File: src/rtl/react_pkg.sv
// Shared definitions for the reaction-time measurement block.
// Holds the FSM state encoding and the BCD digit constants used by
// react_timer and its decade counter.
package react_pkg;

    // Measurement FSM states
    typedef enum logic [2:0] {
        IDLE  = 3'd0,
        ARMED = 3'd1,
        RUN   = 3'd2,
        DONE  = 3'd3,
        FOUL  = 3'd4,
        OVF   = 3'd5
    } state_e;

    // Width of one BCD decade
    localparam int BCD_W = 4;

    // Largest value a decade holds before it wraps
    localparam logic [BCD_W-1:0] NINE = 4'd9;

endpackage : react_pkg

File: src/rtl/bcd_digit.sv
// One BCD decade of the reaction-time counter.
// The decade advances when the chain-wide increment enable is high and
// every lower decade is at nine (carry_in). It wraps 9 -> 0 and passes
// the carry upward. clr zeroes the decade synchronously.
module bcd_digit
    import react_pkg::*;
(
    input  logic             ck,
    input  logic             reset,
    input  logic             clr,
    input  logic             inc,
    input  logic             carry_in,
    output logic [BCD_W-1:0] digit,
    output logic             carry_out,
    output logic             is_nine
);

    logic [BCD_W-1:0] digit_q;
    logic [BCD_W-1:0] digit_d;

    assign is_nine   = (digit_q == NINE);
    assign carry_out = carry_in & is_nine;
    assign digit     = digit_q;

    // Next decade value: clear, ripple increment with wrap, or hold
    always_comb begin
        digit_d = digit_q;
        if (clr) begin
            digit_d = 4'd0;
        end else if (inc && carry_in) begin
            if (is_nine) begin
                digit_d = 4'd0;
            end else begin
                digit_d = digit_q + 4'd1;
            end
        end else begin
            digit_d = digit_q;
        end
    end

    // Decade register
    always_ff @(posedge ck or posedge reset) begin
        if (reset) begin
            digit_q <= 4'd0;
        end else begin
            digit_q <= digit_d;
        end
    end

endmodule : bcd_digit

File: src/rtl/react_timer.sv
// Reaction-time measurement block for the reflex game.
// Counts milliseconds in BCD from the stimulus (start) to the player's
// button (stop), flags presses before the stimulus (FOUL) and saturates
// at all nines when the player never answers (OVF).
// Optional build macro REACT_BEST_EN: keep the best (smallest) valid
// result on best_bcd; without it best_bcd is constant all nines.
module react_timer
    import react_pkg::*;
#(
    parameter int TICK_DIV = 100_000,
    parameter int DIGITS   = 4
) (
    input  logic                  ck,
    input  logic                  reset,
    input  logic                  clear,
    input  logic                  arm,
    input  logic                  start,
    input  logic                  stop,
    output logic [4*DIGITS-1:0]   bcd,
    output logic                  armed,
    output logic                  running,
    output logic                  done,
    output logic                  foul,
    output logic                  overflow,
    output logic [4*DIGITS-1:0]   best_bcd
);

    localparam int PW = (TICK_DIV > 1) ? $clog2(TICK_DIV) : 1;
    localparam logic [PW-1:0] PS_MAX = PW'(TICK_DIV - 1);
    localparam logic [4*DIGITS-1:0] ALL_NINE = {DIGITS{NINE}};

    state_e            state_q;
    state_e            state_d;
    logic [PW-1:0]     prescaler_q;
    logic [PW-1:0]     prescaler_d;
    logic              tick_s;
    logic              inc_en_s;
    logic              digit_clr_s;
    logic              all_nine_s;
    logic [DIGITS:0]   carry_s;
    logic [DIGITS-1:0] is_nine_s;
    logic [4*DIGITS-1:0] bcd_s;

    logic armed_q;
    logic running_q;
    logic done_q;
    logic foul_q;
    logic overflow_q;

    // The lowest decade always sees a carry; higher decades ripple.
    assign carry_s[0] = 1'b1;

    genvar gi;
    generate
        for (gi = 0; gi < DIGITS; gi++) begin : g_dig
            bcd_digit u_digit (
                .ck        (ck),
                .reset     (reset),
                .clr       (digit_clr_s),
                .inc       (inc_en_s),
                .carry_in  (carry_s[gi]),
                .digit     (bcd_s[gi*4 +: 4]),
                .carry_out (carry_s[gi+1]),
                .is_nine   (is_nine_s[gi])
            );
        end
    endgenerate

    // Saturation detect: every decade at nine
    assign all_nine_s = &is_nine_s;

    // A tick is the last prescaler cycle of each count unit while running
    assign tick_s = (state_q == RUN) && (prescaler_q == PS_MAX);

    // Next-state logic with clear > arm > stop > start priority
    always_comb begin
        state_d     = state_q;
        digit_clr_s = 1'b0;
        inc_en_s    = 1'b0;
        if (clear) begin
            state_d     = IDLE;
            digit_clr_s = 1'b1;
        end else begin
            case (state_q)
                IDLE: begin
                    if (arm) begin
                        state_d     = ARMED;
                        digit_clr_s = 1'b1;
                    end else begin
                        state_d = IDLE;
                    end
                end
                ARMED: begin
                    if (stop) begin
                        state_d = FOUL;
                    end else if (start) begin
                        state_d = RUN;
                    end else begin
                        state_d = ARMED;
                    end
                end
                RUN: begin
                    // Never step past all nines; a stop on a tick keeps the tick
                    inc_en_s = tick_s & ~all_nine_s;
                    if (stop) begin
                        state_d = DONE;
                    end else if (tick_s && carry_s[DIGITS]) begin
                        state_d = OVF;
                    end else begin
                        state_d = RUN;
                    end
                end
                DONE, FOUL, OVF: begin
                    if (arm) begin
                        state_d     = ARMED;
                        digit_clr_s = 1'b1;
                    end else begin
                        state_d = state_q;
                    end
                end
                default: begin
                    state_d     = IDLE;
                    digit_clr_s = 1'b1;
                end
            endcase
        end
    end

    // Prescaler: counts only in RUN, zero everywhere else so RUN starts at 0
    always_comb begin
        prescaler_d = prescaler_q;
        if (clear) begin
            prescaler_d = '0;
        end else if (state_q == RUN) begin
            if (tick_s) begin
                prescaler_d = '0;
            end else begin
                prescaler_d = prescaler_q + PW'(1'b1);
            end
        end else begin
            prescaler_d = '0;
        end
    end

    // State and prescaler registers
    always_ff @(posedge ck or posedge reset) begin
        if (reset) begin
            state_q     <= IDLE;
            prescaler_q <= '0;
        end else begin
            state_q     <= state_d;
            prescaler_q <= prescaler_d;
        end
    end

    // Registered status flags decoded from the next state
    always_ff @(posedge ck or posedge reset) begin
        if (reset) begin
            armed_q    <= 1'b0;
            running_q  <= 1'b0;
            done_q     <= 1'b0;
            foul_q     <= 1'b0;
            overflow_q <= 1'b0;
        end else begin
            armed_q    <= (state_d == ARMED);
            running_q  <= (state_d == RUN);
            done_q     <= (state_d == DONE);
            foul_q     <= (state_d == FOUL);
            overflow_q <= (state_d == OVF);
        end
    end

    assign bcd      = bcd_s;
    assign armed    = armed_q;
    assign running  = running_q;
    assign done     = done_q;
    assign foul     = foul_q;
    assign overflow = overflow_q;

`ifdef REACT_BEST_EN
    logic                upd_q;
    logic [4*DIGITS-1:0] best_q;

    // Decimal compare, most-significant decade first
    function automatic logic bcd_less(input logic [4*DIGITS-1:0] a,
                                      input logic [4*DIGITS-1:0] b);
        logic decided;
        logic lt;
        decided = 1'b0;
        lt      = 1'b0;
        for (int i = DIGITS - 1; i >= 0; i--) begin
            if (!decided && (a[i*4 +: 4] != b[i*4 +: 4])) begin
                decided = 1'b1;
                lt      = (a[i*4 +: 4] < b[i*4 +: 4]);
            end else begin
                decided = decided;
            end
        end
        return lt;
    endfunction

    // Best-result tracker: the result is frozen in the digit registers
    // one cycle after RUN -> DONE, so compare then.
    always_ff @(posedge ck or posedge reset) begin
        if (reset) begin
            upd_q  <= 1'b0;
            best_q <= ALL_NINE;
        end else begin
            upd_q <= (state_q == RUN) && (state_d == DONE);
            if (upd_q && bcd_less(bcd_s, best_q)) begin
                best_q <= bcd_s;
            end else begin
                best_q <= best_q;
            end
        end
    end

    assign best_bcd = best_q;
`else
    assign best_bcd = ALL_NINE;
`endif

endmodule : react_timer
File: config.mk
export PLATFORM = sky130hd
export DESIGN_NAME = react_timer
export DESIGN_NICKNAME = d
export VERILOG_FILES = /design/src/rtl/react_pkg.sv /design/src/rtl/bcd_digit.sv /design/src/rtl/react_timer.sv
export SDC_FILE = /design/constraint.sdc
export NUM_CORES = 1
export LEC_CHECK = 0
export ABC_AREA = 1
export CAP_MARGIN = 15
export CORE_MARGIN = 3
export CORE_UTILIZATION = 40
export CTS_CLUSTER_SIZE = 16
export DETAILED_ROUTE_END_ITERATION = 8
export SYNTH_ARGS = -nofsm -noshare
export SYNTH_HDL_FRONTEND = slang
export SYNTH_HIERARCHICAL = 1
export SYNTH_SLANG_ARGS = --single-unit
File: constraint.sdc
create_clock -name ck -period 4.6 [get_ports ck]
set_input_delay 1.38 -clock ck [delete_from_list [all_inputs] [get_ports ck]]
set_output_delay 1.38 -clock ck [all_outputs]
set_load 0.005 [all_outputs]
==> results of run 1 <==
==> worst paths after layout <==
kind	from	end	slack [ns]	cells past startpoint
worst max-delay path	g_dig[1].u_digit/digit[0]	bcd[4]	1.89	1
worst min-delay path	prescaler_q[0]	prescaler_q[0]	0.49	1
worst max register to register	g_dig[0].u_digit/digit[0]	armed	2.25	15
worst min register to register	prescaler_q[0]	prescaler_q[0]	0.49	1
max in group asynchronous	reset	prescaler_q[12]	2.23	2
min in group asynchronous	reset	g_dig[0].u_digit/digit[0]	1.43	2
==> kinds of logic after synthesis <==
family                     after synthesis
adders and majority gates                9
DFF                                     41
and+or+nand+nor                        172
xor gates and xnor gates                 4
other                                    2
buffers and inverters                   88
AOI/OAI and AO/OA                       41
==> metal layers <==
metal | share of wire | GRT usage | up-vias
met2 | 0.44 | 0.2441 | 43
met5 | 0 | 0 | -
met1 | 0.50 | 0.2148 | 997
met4 | 0.016 | 0.05769 | 0
met3 | 0.042 | 0.02886 | 7
li1 | - | - | 1152
==> cell usage after synthesis, types with 2 or more instances <==
cell                       n
sky130_fd_sc_hd__nor2_1   43
sky130_fd_sc_hd__a21oi_1  21
sky130_fd_sc_hd__nor2_2    4
sky130_fd_sc_hd__xor2_1    3
sky130_fd_sc_hd__buf_4    16
sky130_fd_sc_hd__nand3_4   4
sky130_fd_sc_hd__o21ai_0   3
sky130_fd_sc_hd__nand3_2   8
sky130_fd_sc_hd__nand4_1  12
sky130_fd_sc_hd__nand3_1  15
sky130_fd_sc_hd__a31oi_1   2
sky130_fd_sc_hd__conb_1    2
sky130_fd_sc_hd__inv_2     9
sky130_fd_sc_hd__nor2_4    2
sky130_fd_sc_hd__nand2_1  69
sky130_fd_sc_hd__dfrtp_1  41
sky130_fd_sc_hd__nor3_1    4
sky130_fd_sc_hd__ha_1      9
sky130_fd_sc_hd__o21ai_2  11
sky130_fd_sc_hd__nand2_2   8
sky130_fd_sc_hd__inv_1    62
==> cell type report <==
class / instances / share of cell area
tap: 77 / 0.03080
clock inverter: 1 / 0.009600
multi-input combinational: 244 / 0.4312
inverter: 72 / 0.08720
sequential: 41 / 0.3280
timing repair buffer: 27 / 0.08560
clock buffer: 7 / 0.02760
==> sequential cells by signal (all words and copies together) (netlist names) <==
register,count
state_q,3
done,1
g_dig.u_digit/digit,16
prescaler_q,17
overflow,1
armed,1
foul,1
running,1
==> metrics by stage <==
| step | cells | util |
|---|---|---|
| 4_1_cts | 469 | 0.4843 |
| 3_3_place_gp | 461 | 0.4663 |
| 3_5_place_dp | 461 | 0.4663 |
| 2_1_floorplan | 373 | - |
| 5_1_grt | 469 | 0.4843 |
| 6_report | 469 | 0.4843 |
==> power breakdown <==
part / internal, mW / total, mW / switching [mW]
clock: 0.177 / 0.304 / 0.127
sequential: 0.364 / 0.367 / 0.00280
combinational: 0.0203 / 0.0633 / 0.0431
total: 0.561 / 0.735 / 0.173
==> impl_summary.txt, run 1 <==
----------------------------------------------------
[Timing]
  Hold violation total from the final report ... 0
  Total negative slack for setup checks ... 0 ns
  Final slew viol count ... 0
  Final worst path period share ... 0.5886
  Top achievable clock speed ... around 0.37 GHz
  Relative slew slack ... 0.3643
  Clock period minus final worst setup slack ... 2.707 ns
  Worst hold slack across all endpoints ... around 0.49 ns
  Final setup violation count ... 0
  Setup WS post-layout ... ~1.9 ns
  Slew @ Worst Pin ... approximately 0.95 ns
  Unrepaired setup endpoints after global routing ... false
  Layout Skew ... 0.005984 ns

[Pwr]
  Final Total Pwr ... ~730 uW
  Peak supply drop ... between 0.0001 and 0.00015 V
  LEAKAGE ... around 1.6 nW
  Power density over the cells ... 234.9 mW/mm^2

[Synthesis]
  Top flip-flop cell by instance count after synthesis ... sky130_fd_sc_hd__dfrtp_1
  Fraction of synthesized cell area in xor and xnor cells ... 0.01294
  Share of cell area taken by muxes after synthesis ... 0
  Cell accounting for the most synthesized area ... sky130_fd_sc_hd__dfrtp_1
  Number of enable-type register cells in the synthesized netlist ... 0
  Dominant combinational cell family by area after synthesis ... simple AND/OR/NAND/NOR gates
  Post-synthesis simple-gate area fraction ... 0.3221
  Async S/R FF share, synth ... 1.000
  Yosys warnings ... 6
  Area fraction in compound gates after synthesis ... 0.09658
  Seq cells post-synth ... 41
  Post-synthesis share of cell area spent on full adders, half adders and majority gates ... 0.04159
  Number of cells produced by synthesis ... between 300 and 400
  Post-synth design cell area ... 0.002708 sq mm
  Part of the Yosys area used for sequential elements ... 0.3789
  Share of the synthesized area in the top cell type ... 0.3789
  Dominant cells by area after synthesis ... sky130_fd_sc_hd__dfrtp_1, sky130_fd_sc_hd__nand2_1, sky130_fd_sc_hd__inv_1, sky130_fd_sc_hd__nor2_1, sky130_fd_sc_hd__buf_4
  Distinct cell type count after synthesis ... 30
  Avg Inst Size Synth ... about 7.6 sq um

[Clocking]
  H-tree levels ... 2
  Number of setup buffers added after CTS ... 0
  Clock sink total ... just over 40
  Maximum buffer depth of the clock tree ... 2
  TritonCTS clock tree ... yes
  Number of buffers created by CTS ... 5
  Clock input transition at the sequential cells of the worst setup and hold paths ... approximately 0.080 ns
  Root Driver ... sky130_fd_sc_hd__clkbuf_8
  Post-CTS Hold Fix Bufs ... 0
  Worst skew pair latency ... 0.29 ns
  Post-CTS Resized ... 0

[Finish]
  Area of combinational cells with multiple inputs ... 0.001349 sq mm
  Most frequent cells in the layout ... sky130_fd_sc_hd__nand2_1, sky130_fd_sc_hd__inv_1, sky130_fd_sc_hd__nor2_1, sky130_fd_sc_hd__dfrtp_1, sky130_fd_sc_hd__clkdlybuf4s50_1
  Fraction of final layout cells sized beyond drive strength 1 ... 0.1454
  Commonest non-fill, non-tap cell in the layout ... sky130_fd_sc_hd__nand2_1
  Area growth syn-to-layout ... 15.53%
  Post-layout nets ... approximately 400
  Finished Cell Area ... about 0.0031 sq mm
  Ant. Diodes ... 0
  Fill cell instance count of the final layout ... approximately 650
  Sequential Area ... about 0.0010 sq mm

[Worst setup path]
  Crit path max-delay family ... buffers and inverters
  CP cell instances ... clkdlybuf4s50_1
  Data arrival time of the worst path ... around 1.3 ns
  CP max-delay cell ... sky130_fd_sc_hd__clkdlybuf4s50_1
  Critical Path Start Type ... register
  Critical path buffer and inverter count ... 1
  Required time of the worst setup path ... between 3 and 4 ns
  Critical path capture point type ... primary output
  Biggest fanout along the worst timing path ... 7
  Crit-path max cell delay ... roughly 0.55 ns
  Worst Setup Path Type ... reg -> out

[Routing]
  Post-route antenna net violation count ... 0
  Average wire per standard cell ... approximately 12 um
  Routed via count divided by cell count ... 4.689
  Count of unresolved DRC violations after routing ... 0
  Detailed router's first-iteration violation count ... 80
  Total length of routed wires ... about 5400 um
  Detailed Routing Iterations Pass 1 ... 4
  Via count ... about 2200

[Floorplanning]
  Effective utilization at floorplan ... 0.4192
  Chip Width ... approximately 90 um
  Die Footprint ... around 0.0078 sq mm
  Core region area ... between 0.006 and 0.007 sq mm
  Number of core rows ... 29
  Die height ... 88.28 um
  IO Pins ... 43

[Outcome]
  Run status ... finished, final reports clean

[Global routing]
  Wire length of the first global-routing pass ... 9556 um
  Initial antenna violation count ... 0
  GRT Util Overall ... 0.1556
  Number of global-route vias before repair ... 2124
  Pin count of the biggest net entering global routing ... 26
  Remaining Overflow, GRT ... 0

[Run]
  Number of max-capacitance violations reported ... 0

[Place]
  IO buf count ... 26
  DP Wirelength ... about 4200 um
  GPL Wtd Cong ... a little over 0.8
  Post-Place Setup Slack ... 1.577 ns
  Placed instance area ... between 0.003 and 0.004 sq mm

[Worst hold path]
  Worst hold path type ... reg -> reg

----------------------------------------------------
(Power assumes the default switching activity.)
==> run 2: changes to the inputs <==
Clock period 4.6 ns to 2.6 ns, I/O delays scaled along.
==> run 2 against run 1 <==
Combinational power rose by 80%. Sequential cell count stayed put. Wire length fell by 1.9%. Critical path type is now reg -> reg. Critical endpoint is now armed. Largest cell class unchanged.
==> impl_summary.txt, run 2 (synthesis gave the netlist of run 1 again) <==
----------------------------------------------------
[Place]
  Total placed cells including tap cells ... 464 (+0.65%)
  DP Wirelength ... 4119 um (-2.3%)
  Post-Place Setup Slack ... 0.1630 ns (-1.414 ns)
  IO buf count ... 26 (unchanged)
  GPL Wtd Cong ... 0.8222 (about the same)

[Finish]
  Post-layout nets ... 409 (+0.74%)
  Final Instance Count excl. Fillers ... 471 (+0.43%)
  Area growth syn-to-layout ... 15.25%
  Top register by number of flip-flops ... prescaler_q
  Commonest non-fill, non-tap cell in the layout ... sky130_fd_sc_hd__nand2_1
  Fraction of final layout cells sized beyond drive strength 1 ... 0.1497 (+0.004338)
  Number of flip-flops in the largest register ... 17 (unchanged)
  Ant. Diodes ... 0 (unchanged)
  Most frequent cells in the layout ... sky130_fd_sc_hd__nand2_1, sky130_fd_sc_hd__inv_1, sky130_fd_sc_hd__nor2_1, sky130_fd_sc_hd__dfrtp_1, sky130_fd_sc_hd__clkdlybuf4s50_1

[Clocking]
  Clock sink total ... 41 (unchanged)
  Maximum buffer depth of the clock tree ... 2 (unchanged)
  Worst skew pair latency ... 0.29 ns (about the same)
  Clock input transition at the sequential cells of the worst setup and hold paths ... 0.08 ns (about the same)
  Root Driver ... sky130_fd_sc_hd__clkbuf_8
  Number of setup buffers added after CTS ... 0 (unchanged)
  Post-CTS Resized ... 0 (unchanged)
  Number of buffers created by CTS ... 5 (unchanged)
  Post-CTS Hold Fix Bufs ... 0 (unchanged)
  TritonCTS clock tree ... yes
  H-tree levels ... 2 (unchanged)

[Timing]
  Hold violation total from the final report ... 0 (unchanged)
  Top achievable clock speed ... 0.4504 GHz
  Total negative slack for setup checks ... 0 ns (unchanged)
  Final worst path period share ... 0.8539
  Clock period minus final worst setup slack ... about 2.2 ns
  Layout Skew ... 0.006908 ns (+0.0009242 ns)
  Final setup violation count ... 0 (unchanged)
  Setup WS post-layout ... 0.3799 ns (-1.513 ns)
  Final slew viol count ... 0 (unchanged)
  Unrepaired setup endpoints after global routing ... false

[Global routing]
  Remaining Overflow, GRT ... 0 (unchanged)
  Number of global-route vias before repair ... 2077 (-2.2%)
  Initial antenna violation count ... 0 (unchanged)
  Wire length of the first global-routing pass ... 9446 um (-1.2%)
  Pin count of the biggest net entering global routing ... 26 (unchanged)
  GRT Util Overall ... 0.1523 (-0.003324)

[Pwr]
  Final Total Pwr ... 1.184 mW (+61%)
  Power density over the cells ... 379.3 mW/mm^2 (+62%)
  Peak supply drop ... 0.0003700 V (+180%)
  LEAKAGE ... 1.557 nW (+0.10%)

[Routing]
  Routed via count divided by cell count ... 4.684 (-0.11%)
  Total length of routed wires ... 5310 um (-1.9%)
  Count of unresolved DRC violations after routing ... 0 (unchanged)
  Average wire per standard cell ... 11.27 um (-2.3%)
  Via count ... 2206 (+0.32%)
  Post-route antenna net violation count ... 0 (unchanged)
  Detailed Routing Iterations Pass 1 ... 4 (unchanged)
  Detailed router's first-iteration violation count ... 98 (+23%)

[Outcome]
  Run status ... finished, final reports clean

[Floorplanning]
  Number of core rows ... 29 (unchanged)
  Core region area ... 0.006459 sq mm (unchanged)
  Die Footprint ... 0.007792 sq mm (unchanged)
  Effective utilization at floorplan ... 0.4192 (unchanged)
  Chip Width ... 88.28 um (unchanged)
  Die height ... 88.28 um (unchanged)
  IO Pins ... 43 (unchanged)

[Worst setup path]
  Data arrival time of the worst path ... 2.44 ns (+1.11 ns)
  Required time of the worst setup path ... 2.82 ns (-0.40 ns)
  Worst Setup Path Type ... reg -> reg
  Critical path capture point type ... register
  Biggest fanout along the worst timing path ... 5 (-2)
  Critical Path Start Type ... register

[Worst hold path]
  Worst hold path type ... reg -> reg

[Run]
  Number of max-capacitance violations reported ... 0 (unchanged)

----------------------------------------------------
## run 2: cell types whose count changed in the layout (fill, tap and decap cells not counted), sizes merged
| cell | change |
|---|---|
| bufinv | -1 |
| buf | +3 |
## run 2: worst paths after layout
path,start,to,slack (ns),cells past startpoint
max reg2reg,g_dig[0].u_digit/digit[1],armed,0.38,16
min in group asynchronous,reset,g_dig[0].u_digit/digit[2],0.87,2
min reg2reg,prescaler_q[0],prescaler_q[0],0.50,1
min,prescaler_q[0],prescaler_q[0],0.50,1
max,g_dig[0].u_digit/digit[1],armed,0.38,16
max in group asynchronous,reset,overflow,1.31,3
## run 2: power by group
part	total (mW)	switching, mW	internal (mW)	leakage, nW
sequential	0.649	0.00502	0.644	0.571
clock	0.420	0.209	0.211	0.0443
combinational	0.114	0.0772	0.0369	0.942
## run 2: per-stage QoR
step | utilization | hold slack, ns | cell area (sq um)
3_3_place_gp | 0.4698 | 0.4784 | 3034
4_1_cts | 0.4831 | 0.4998 | 3120
5_1_grt | 0.4831 | 0.5471 | 3120
2_1_floorplan | - | 0.4516 | 2768
6_report | 0.4831 | 0.4951 | 3120
3_5_place_dp | 0.4698 | 0.4851 | 3034
## run 2: critical path, cell delays in order, from the launching register on
cell and delay, ns:
sky130_fd_sc_hd__dfrtp_1 0.38, sky130_fd_sc_hd__inv_1 0.05, sky130_fd_sc_hd__ha_1 0.19, sky130_fd_sc_hd__nand3_4 0.12, sky130_fd_sc_hd__nor2_1 0.16, sky130_fd_sc_hd__inv_1 0.06
sky130_fd_sc_hd__nor2_1 0.16, sky130_fd_sc_hd__inv_1 0.06, sky130_fd_sc_hd__nor2_1 0.16, sky130_fd_sc_hd__inv_1 0.06, sky130_fd_sc_hd__nor2_1 0.20, sky130_fd_sc_hd__nand4_1 0.12
sky130_fd_sc_hd__nand2_1 0.07, sky130_fd_sc_hd__nand2_1 0.04, sky130_fd_sc_hd__nand2_1 0.13, sky130_fd_sc_hd__nand2_1 0.11, sky130_fd_sc_hd__nor2_1 0.10
## run 2: final cells by class
cell class,count,area [sq um]
inverter,72,272.8
fill,641,3338
clock buffer,7,86.33
tap,77,96.34
timing repair buffer,30,290.3
sequential,41,1026
multi-input combinational,244,1349
## run 2: layer usage
| metal | part of all wire | vias to the layer above | routed length [um] | track usage |
|---|---|---|---|---|
| li1 | - | 1158 | - | - |
| met1 | 0.52 | 998 | 2759 | 0.2226 |
| met2 | 0.43 | 46 | 2282 | 0.2305 |
| met3 | 0.041 | 4 | 220 | 0.02980 |
| met4 | 0.0090 | 0 | 48 | 0.04258 |
| met5 | 0 | - | 0 | 0 |
